===== src/rtl/pipeline_hazard_controller_pkg.sv =====
// cpu_ctrl_pkg: shared FSM encoding and register-file constants for the hazard controller.
// No ports. Exports fsm_e (RUN, MEM_WAIT, ERROR), REG_ADDR_W and ZERO_REG.
package cpu_ctrl_pkg;
    localparam int REG_ADDR_W = 5;
    localparam logic [REG_ADDR_W-1:0] ZERO_REG = 5'd0;
    typedef enum logic [1:0] {
        RUN      = 2'd0,
        MEM_WAIT = 2'd1,
        ERROR    = 2'd2
    } fsm_e;
endpackage


===== src/rtl/pipeline_hazard_controller_if.sv =====
// pipeline_hazard_controller_if: bundle between the pipeline datapath and its hazard controller.
// master: pipeline side, drives the ID/EX/MEM hazard fields and dmem_ready, receives the controls.
// slave : controller side, receives the hazard fields, drives enables, flushes, dmem_req, status.
interface pipeline_hazard_controller_if #(
    parameter int STALL_W = 16
);
    import cpu_ctrl_pkg::*;
    logic [REG_ADDR_W-1:0] id_rs_addr;
    logic [REG_ADDR_W-1:0] id_rt_addr;
    logic                  id_uses_rt;
    logic                  ex_mem_read;
    logic [REG_ADDR_W-1:0] ex_write_reg_addr;
    logic                  mem_branch;
    logic                  mem_alu_zero;
    logic                  mem_mem_read;
    logic                  mem_mem_write;
    logic                  dmem_ready;
    logic                  dmem_req;
    logic                  pc_write;
    logic                  if_id_write;
    logic                  id_ex_write;
    logic                  ex_mem_write;
    logic                  if_id_flush;
    logic                  id_ex_flush;
    logic                  ex_mem_flush;
    logic                  mem_wb_bubble;
    logic                  branch_taken;
    logic                  bus_error;
    logic [STALL_W-1:0]    stall_count;

    modport master (
        output id_rs_addr, id_rt_addr, id_uses_rt, ex_mem_read, ex_write_reg_addr,
               mem_branch, mem_alu_zero, mem_mem_read, mem_mem_write, dmem_ready,
        input  dmem_req, pc_write, if_id_write, id_ex_write, ex_mem_write,
               if_id_flush, id_ex_flush, ex_mem_flush, mem_wb_bubble,
               branch_taken, bus_error, stall_count
    );

    modport slave (
        input  id_rs_addr, id_rt_addr, id_uses_rt, ex_mem_read, ex_write_reg_addr,
               mem_branch, mem_alu_zero, mem_mem_read, mem_mem_write, dmem_ready,
        output dmem_req, pc_write, if_id_write, id_ex_write, ex_mem_write,
               if_id_flush, id_ex_flush, ex_mem_flush, mem_wb_bubble,
               branch_taken, bus_error, stall_count
    );
endinterface


===== src/rtl/load_use_detector.sv =====
// load_use_detector: flags an ID instruction that reads the destination of a load sitting in EX.
// Inputs : id_rs_addr_i, id_rt_addr_i, id_uses_rt_i, ex_mem_read_i, ex_write_reg_addr_i
// Output : lu_haz_o (combinational)
module load_use_detector
    import cpu_ctrl_pkg::*;
(
    input  logic [REG_ADDR_W-1:0] id_rs_addr_i,
    input  logic [REG_ADDR_W-1:0] id_rt_addr_i,
    input  logic                  id_uses_rt_i,
    input  logic                  ex_mem_read_i,
    input  logic [REG_ADDR_W-1:0] ex_write_reg_addr_i,
    output logic                  lu_haz_o
);
    // $0 is hardwired to zero, so a load targeting it never produces a dependency
    assign lu_haz_o = ex_mem_read_i & (ex_write_reg_addr_i != ZERO_REG) &
                      ((ex_write_reg_addr_i == id_rs_addr_i) |
                       (id_uses_rt_i & (ex_write_reg_addr_i == id_rt_addr_i)));
endmodule


===== src/rtl/pipeline_hazard_controller.sv =====
// pipeline_hazard_controller: stall/flush sequencing for a 5-stage pipeline with a handshaked data memory.
// clk : rising-edge clock
// rst : asynchronous active-high reset
// bus : slave side of pipeline_hazard_controller_if (hazard fields in; enables, flushes,
//       dmem_req, branch_taken, bus_error and the saturating stall_count out)
module pipeline_hazard_controller
    import cpu_ctrl_pkg::*;
#(
    parameter int TIMEOUT = 16,
    parameter int CNT_W   = 8,
    parameter int STALL_W = 16
) (
    input  logic clk,
    input  logic rst,
    pipeline_hazard_controller_if.slave bus
);
    fsm_e               fsm_d, fsm_q;
    logic [CNT_W-1:0]   wait_d, wait_q;
    logic [STALL_W-1:0] stall_d, stall_q;
    logic               mem_acc, lu_haz, err, freeze, br, lu;

    load_use_detector u_lud (
        .id_rs_addr_i        (bus.id_rs_addr),
        .id_rt_addr_i        (bus.id_rt_addr),
        .id_uses_rt_i        (bus.id_uses_rt),
        .ex_mem_read_i       (bus.ex_mem_read),
        .ex_write_reg_addr_i (bus.ex_write_reg_addr),
        .lu_haz_o            (lu_haz)
    );

    assign mem_acc = bus.mem_mem_read | bus.mem_mem_write;
    assign err     = fsm_q == ERROR;
    // The same freeze condition covers RUN and MEM_WAIT; a dropped mem_acc in MEM_WAIT
    // therefore falls through to the branch / load-use rules like a completion.
    assign freeze  = !err & mem_acc & !bus.dmem_ready;
    assign br      = !err & !freeze & bus.mem_branch & bus.mem_alu_zero;
    assign lu      = !err & !freeze & !br & lu_haz;

    assign bus.dmem_req      = !rst & !err & mem_acc;
    assign bus.pc_write      = !rst & !err & !freeze & !lu;
    assign bus.if_id_write   = !rst & !err & !freeze & !lu;
    assign bus.id_ex_write   = !rst & !err & !freeze;
    assign bus.ex_mem_write  = !rst & !err & !freeze;
    assign bus.if_id_flush   = rst | br;
    assign bus.id_ex_flush   = rst | br | lu;
    assign bus.ex_mem_flush  = rst | br;
    assign bus.mem_wb_bubble = rst | err | freeze;
    assign bus.branch_taken  = !rst & br;
    assign bus.bus_error     = !rst & err;
    assign bus.stall_count   = stall_q;

    always_comb begin
        fsm_d  = fsm_q;
        wait_d = wait_q;
        if (fsm_q == RUN && freeze) begin
            fsm_d  = MEM_WAIT;
            wait_d = CNT_W'(1);
        end else if (fsm_q == MEM_WAIT) begin
            if (!freeze) begin
                fsm_d  = RUN;
                wait_d = '0;
            end else if (wait_q == CNT_W'(TIMEOUT)) begin
                fsm_d  = ERROR;
            end else begin
                wait_d = wait_q + 1'b1;
            end
        end
        stall_d = (!bus.pc_write && !err && stall_q != '1) ? stall_q + 1'b1 : stall_q;
    end

    always_ff @(posedge clk or posedge rst) begin
        if (rst) begin
            fsm_q   <= RUN;
            wait_q  <= '0;
            stall_q <= '0;
        end else begin
            fsm_q   <= fsm_d;
            wait_q  <= wait_d;
            stall_q <= stall_d;
        end
    end
endmodule


===== src/flat_wrapper.sv =====
// flat-port wrapper written by rule: the top's interface ports become plain ports
module pipeline_hazard_controller_flat import cpu_ctrl_pkg::*;
#(
    parameter int TIMEOUT = 16,
    parameter int CNT_W   = 8,
    parameter int STALL_W = 16
)
  (clk, rst, bus_id_rs_addr, bus_id_rt_addr, bus_id_uses_rt, bus_ex_mem_read, bus_ex_write_reg_addr, bus_mem_branch, bus_mem_alu_zero, bus_mem_mem_read, bus_mem_mem_write, bus_dmem_ready, bus_dmem_req, bus_pc_write, bus_if_id_write, bus_id_ex_write, bus_ex_mem_write, bus_if_id_flush, bus_id_ex_flush, bus_ex_mem_flush, bus_mem_wb_bubble, bus_branch_taken, bus_bus_error, bus_stall_count);
  pipeline_hazard_controller_if #(.STALL_W(STALL_W)) bus_i ();
  input  logic clk;
  input  logic rst;
  input wire logic [$bits(bus_i.id_rs_addr)-1:0] bus_id_rs_addr;
  input wire logic [$bits(bus_i.id_rt_addr)-1:0] bus_id_rt_addr;
  input wire logic [$bits(bus_i.id_uses_rt)-1:0] bus_id_uses_rt;
  input wire logic [$bits(bus_i.ex_mem_read)-1:0] bus_ex_mem_read;
  input wire logic [$bits(bus_i.ex_write_reg_addr)-1:0] bus_ex_write_reg_addr;
  input wire logic [$bits(bus_i.mem_branch)-1:0] bus_mem_branch;
  input wire logic [$bits(bus_i.mem_alu_zero)-1:0] bus_mem_alu_zero;
  input wire logic [$bits(bus_i.mem_mem_read)-1:0] bus_mem_mem_read;
  input wire logic [$bits(bus_i.mem_mem_write)-1:0] bus_mem_mem_write;
  input wire logic [$bits(bus_i.dmem_ready)-1:0] bus_dmem_ready;
  output wire logic [$bits(bus_i.dmem_req)-1:0] bus_dmem_req;
  output wire logic [$bits(bus_i.pc_write)-1:0] bus_pc_write;
  output wire logic [$bits(bus_i.if_id_write)-1:0] bus_if_id_write;
  output wire logic [$bits(bus_i.id_ex_write)-1:0] bus_id_ex_write;
  output wire logic [$bits(bus_i.ex_mem_write)-1:0] bus_ex_mem_write;
  output wire logic [$bits(bus_i.if_id_flush)-1:0] bus_if_id_flush;
  output wire logic [$bits(bus_i.id_ex_flush)-1:0] bus_id_ex_flush;
  output wire logic [$bits(bus_i.ex_mem_flush)-1:0] bus_ex_mem_flush;
  output wire logic [$bits(bus_i.mem_wb_bubble)-1:0] bus_mem_wb_bubble;
  output wire logic [$bits(bus_i.branch_taken)-1:0] bus_branch_taken;
  output wire logic [$bits(bus_i.bus_error)-1:0] bus_bus_error;
  output wire logic [$bits(bus_i.stall_count)-1:0] bus_stall_count;
  assign bus_i.id_rs_addr = bus_id_rs_addr;
  assign bus_i.id_rt_addr = bus_id_rt_addr;
  assign bus_i.id_uses_rt = bus_id_uses_rt;
  assign bus_i.ex_mem_read = bus_ex_mem_read;
  assign bus_i.ex_write_reg_addr = bus_ex_write_reg_addr;
  assign bus_i.mem_branch = bus_mem_branch;
  assign bus_i.mem_alu_zero = bus_mem_alu_zero;
  assign bus_i.mem_mem_read = bus_mem_mem_read;
  assign bus_i.mem_mem_write = bus_mem_mem_write;
  assign bus_i.dmem_ready = bus_dmem_ready;
  assign bus_dmem_req = bus_i.dmem_req;
  assign bus_pc_write = bus_i.pc_write;
  assign bus_if_id_write = bus_i.if_id_write;
  assign bus_id_ex_write = bus_i.id_ex_write;
  assign bus_ex_mem_write = bus_i.ex_mem_write;
  assign bus_if_id_flush = bus_i.if_id_flush;
  assign bus_id_ex_flush = bus_i.id_ex_flush;
  assign bus_ex_mem_flush = bus_i.ex_mem_flush;
  assign bus_mem_wb_bubble = bus_i.mem_wb_bubble;
  assign bus_branch_taken = bus_i.branch_taken;
  assign bus_bus_error = bus_i.bus_error;
  assign bus_stall_count = bus_i.stall_count;
  pipeline_hazard_controller #(.TIMEOUT(TIMEOUT), .CNT_W(CNT_W), .STALL_W(STALL_W)) u_core (.clk(clk), .rst(rst), .bus(bus_i));
endmodule

===== config.mk =====
export PLATFORM = sky130hd
export DESIGN_NAME = pipeline_hazard_controller_flat
export DESIGN_NICKNAME = d
export VERILOG_FILES = /design/src/rtl/pipeline_hazard_controller_pkg.sv /design/src/rtl/pipeline_hazard_controller_if.sv /design/src/rtl/load_use_detector.sv /design/src/rtl/pipeline_hazard_controller.sv /design/src/flat_wrapper.sv
export SDC_FILE = /design/constraint.sdc
export NUM_CORES = 1
export LEC_CHECK = 0
export ABC_AREA = 1
export CORE_AREA = 2 2 86 88
export CTS_CLUSTER_SIZE = 30
export DETAILED_ROUTE_END_ITERATION = 12
export DIE_AREA = 0 0 88 90
export SYNTH_ARGS = -nofsm -noshare
export SYNTH_HDL_FRONTEND = slang
export SYNTH_SLANG_ARGS = --single-unit

===== constraint.sdc =====
create_clock -name clk -period 4.5 [get_ports clk]
set_input_delay 0.675 -clock clk [delete_from_list [all_inputs] [get_ports clk]]
set_output_delay 0.675 -clock clk [all_outputs]
set_load 0.1 [all_outputs]

# Word level (Yosys, flattened, before mapping)
# Cells that the tools add are included.
word_totals:
  reg_bits: 26
  input_bits: 24
  out_inout_bits: 27
  elab_cells: 58
op_classes:
  add_sub_neg: 2
  n_eq_ne: 8
  mux: 8
  bitwise_logic: 22
  n_reduce_logical: 15
ops:
  columns: ["cell", "n"]
  rows:
  - ["2-to-1 mux 8 bit", 4]
  - ["adder 16 x 1 -> 16 bit (second input constant)", 1]
  - ["bitwise AND 1 bit", 16]
  - ["inequality test 16 bit (second input constant)", 1]
  - ["== test 5 bit", 2]
  - ["adder 8 x 1 -> 8 bit (second input constant)", 1]
  - ["== test 8 x 5 -> 1 bit (second input constant)", 1]
  - ["2-to-1 mux 2 bit", 4]
  - ["logical NOT 1 bit", 7]
  - ["inequality test 3 bit (second input constant)", 2]
  - ["OR 1 bit", 6]
  - ["nonzero test 5 bit", 1]
  - ["AND reduction 2 bit", 2]
  - ["logical AND 1 bit", 3]
  - ["== test 2 x 1 -> 1 bit (second input constant)", 1]
  - ["== test 2 bit (second input constant)", 1]
  - ["logical NOT 2 bit", 1]
  - ["nonzero test 2 bit", 1]

# Longest topological paths before layout
depth:
  ltp_word: 16
  depth_mapped: 12

# Modules after synthesis
# From an unflattened synthesis, not the netlist that was laid out.
hier_totals:
  hier_cells: 323
  hier_area_um2: 1999.4
by_module_without_submodules:
  columns: ["module", "instances", "cells_per_inst", "area_per_inst_um2", "seq_area_each_um2"]
  rows:
  - ["pipeline_hazard_controller", 1, 271, 1793.0, 650.6]
  - ["load_use_detector", 1, 52, 206.4, 0.0]

# Worst setup path before layout
# Ideal clock, no wire load.
synth_path:
  kind: "input -> output"
  start: "input port rst"
  end: "output port bus_branch_taken"
  arrival_ns: 4.057
  t_required_ns: 3.825
  path_slack_ns: -0.232
  path_stages: 5
  n_path_buf: 0
  cell_sequence: "inv_1 -> nand2_2 -> nor2_4 -> inv_1 -> nor2_1"
synth_between:
  elab_chain_cells: 2
synth_lines:
  columns: ["element", "line", "rtl"]
  rows:
  - ["start: declaration", "flat_wrapper.sv:11", "input logic rst;"]
  - ["logical NOT 1 bit", "pipeline_hazard_controller.sv:48", "assign bus.branch_taken = !rst & br;"]
  - ["bitwise AND 1 bit", "pipeline_hazard_controller.sv:48", null]
  - ["end: declaration", "flat_wrapper.sv:31", "output wire logic [$bits(bus_i.branch_taken)-1:0] bus_branch_taken;"]
# No other way between the ends.

# Worst setup path in the final report
layout_path:
  start: "register u_core.fsm_q[0]"
  end: "output port bus_bus_error"
layout_between:
  elab_chain_cells: 2
layout_lines:
  columns: ["element", "line", "rtl"]
  rows:
  - ["start: declaration", "pipeline_hazard_controller.sv:17", "fsm_e fsm_d, fsm_q;"]
  - ["start signal: assignment", "pipeline_hazard_controller.sv:77", "fsm_q <= fsm_d;"]
  - ["== test 2 bit", "pipeline_hazard_controller.sv:32", "assign err = fsm_q == ERROR;"]
  - ["bitwise AND 1 bit", "pipeline_hazard_controller.sv:49", "assign bus.bus_error = !rst & err;"]
  - ["end: declaration", "flat_wrapper.sv:32", "output wire logic [$bits(bus_i.bus_error)-1:0] bus_bus_error;"]
# No other way between the ends.

==> results by group <==
Status
  • Status: finished clean

Clock network
  • Max clock buf depth: 2
  • CTS Buf Count: 3
  • CTS Hold Bufs: 0
  • Sink Count: 26
  • Clk root buf: clkbuf_8
  • CTS tree: done
  • Clk_lat worst skew: 280 ps
  • Postcts setup bufs: 0
  • Reg clk slew, reported paths: 100 ps
  • Cts repair resizes: 0
  • H-Tree Depth: 1

Final layout
  • Layout area overhead: 28.3%
  • Post-layout util: 36.9%
  • Commonest non-fill, non-tap cell in the layout: nand2_1
  • Fillcell total: 725
  • Layout cells sized above 1: 15.0%
  • Most frequent cells in the layout: nand2_1, clkdlybuf4s50_1, inv_1
  • Nets@finish: 355
  • ANT cells: 0

Timing
  • Worst slew margin: 34.2%
  • Crit share post-route: 68.8%
  • Post-route setup slack: 1400 ps
  • Final hold vios: 0
  • Unrepaired setup endpoints after global routing: no
  • Fin. max-slew vios: 0
  • Worst slew pin tran: 984 ps
  • Final setup fails: 0
  • Post-layout min period: 3100 ps
  • Setup TNS: 0 ps
  • Clk_skew: 9.24 ps
  • Fmax: 0.323 GHz

Place
  • Final HPWL DP: 3.51 mm
  • Buffers added on ports: 50
  • Setup WS pre-CTS: 1490 ps
  • Placer Congestion: 0.817

Synth
  • Seq/Total Area, Yosys: 32.2%
  • Synth Net Count: 308
  • Synthesis-stage register bit count: 26
  • Synth area leader: dfrtp_1
  • Syn Inst Count: 281
  • Synth Flop Type: dfrtp_1
  • Syn avg cell area: 7.18 um2
  • Dominant cells by area after synthesis: dfrtp_1, nand2_1, inv_1
  • Synth unique cells: 29
  • EDFF count, synth: 0
  • Synth Warn #: 0
  • Mapped cell area: 2020 um2
  • Synth top area share: 32.2%
  • Async SR Flop Fraction: 100%

Worst setup path
  • Crit start category: flop
  • CP Max Fanout: 21
  • Crit path kind: flop to output pin
  • Req. time, crit path: 3830 ps
  • Crit path DAT: 2420 ps
  • CP endpoint kind: output pin

Detailed routing
  • Vias/cell: 4.44
  • Via count: 1890
  • Routed len/inst: 10.8 um
  • DRT Wirelength: 4.62 mm
  • DRT Pass-1 Iters: 4
  • Initial DRC Count: 96
  • Final ANT Viol Nets: 0
  • Drc violations: 0

Die
  • Core area: 7020 um2
  • Die Footprint: 7920 um2
  • Die Wd: 88 um
  • Overall die height: 90 um
  • Starting density of the core: 28.7%
  • Total I/O pin count: 51
  • Row Count: 31

Power
  • Worst IR drop on VDD: 0.0913 mV
  • Sw frac: 48.3%
  • Power Density: 336 nW/um2
  • Leak: 0.00125 uW
  • Psw: 421 uW
  • Overall Power: 871 uW
  • Combinational fraction of design power: 47.7%
  • Part of the power in registers: 33.9%
  • Clock Power Share: 18.4%
  • Internal: 450 uW

Global routing
  • Initial antenna violation count: 0
  • Largest net degree at the start of global routing: 29
  • First-pass GRT wire length: 7.78 mm
  • All-Layer GR Usage: 12.1%
  • Vias in the first global route: 1763
  • GRT overflow: 0

Min path
  • Worst min path class: flop to flop

Flow run
  • Max-Cap Viols: 0
power groups by stage:
stage | clock network [uW] | registers, uW | logic [uW]
global placement | 0 | 299 | 413
global route | 175 | 300 | 439
floorplan | 0 | 463 | 157
finish | 161 | 295 | 415
CTS | 164 | 295 | 417
detailed placement | 0 | 300 | 416
flip-flops by register name, summed over array words and instances (netlist names):
register                cells
u_core.bus.stall_count     16
u_core.wait_q               8
u_core.fsm_q                2
layout make-up:
cell class | count | area (um2) | area share (%)
inverters | 40 | 150 | 5.80
repair buffers | 51 | 483 | 18.6
clock buffers | 4 | 55.1 | 2.13
multi-input cells | 206 | 1130 | 43.5
flip-flops and latches | 26 | 651 | 25.1
well taps | 99 | 124 | 4.78
metrics by stage:
stage	cells	cell area [um2]	hold WS, ps
final	426	2590	538
after global routing	426	2590	563
after CTS	426	2590	540
after detailed placement	422	2530	516
after global placement	422	2530	510
after floorplan	281	2020	490
kinds of logic after synthesis:
kind of cell    synth area share, %
compound gates                 2.48
flops                          32.2
fa+ha+maj                      1.86
simple gates                   43.6
xor+xnor                       7.81
buf+inv                        12.0
Yosys cell counts, types with 3 or more instances:
cell	count
buf_4	4
nand4_1	18
ha_1	3
inv_1	31
xor2_1	13
nand2_1	88
nor3_1	7
nor2_2	3
nand3_1	16
nor2_1	23
inv_2	8
nor2_4	6
nand2_2	4
o21ai_0	5
nand3_2	5
dfrtp_1	26
xnor2_1	5
o21ai_1	3
critical path, cell delays in order (launching register included):
cell,delay [ps]
dfrtp_1,450
nor2_4,210
inv_2,210
nor2_1,130
clkdlybuf4s50_1,1140
metal layers:
layer / vias up / share of wire (%) / global-route usage [%] / routed length, um
met5: - / 0 / 0 / 0
met4: 0 / 0.45 / 2.56 / 21
met3: 2 / 4.0 / 2.20 / 187
met2: 36 / 49 / 20.8 / 2260
met1: 875 / 46 / 15.5 / 2150
li1: 977 / - / - / -
path summary, 6_finish.rpt:
path                                       startpoint                          to  slack (ps)  cells past startpoint
min in group asynchronous                         rst   u_core.bus.stall_count[8]         880                      3
setup / recovery                      u_core.fsm_q[0]               bus_bus_error        1400                      4
hold reg to reg            u_core.bus.stall_count[13]  u_core.bus.stall_count[13]         540                      2
hold / removal             u_core.bus.stall_count[13]  u_core.bus.stall_count[13]         540                      2
max in group asynchronous                         rst            u_core.wait_q[7]        3340                      3
setup reg to reg                      u_core.fsm_q[0]  u_core.bus.stall_count[11]        2560                      8
(Power assumes the default switching activity.)
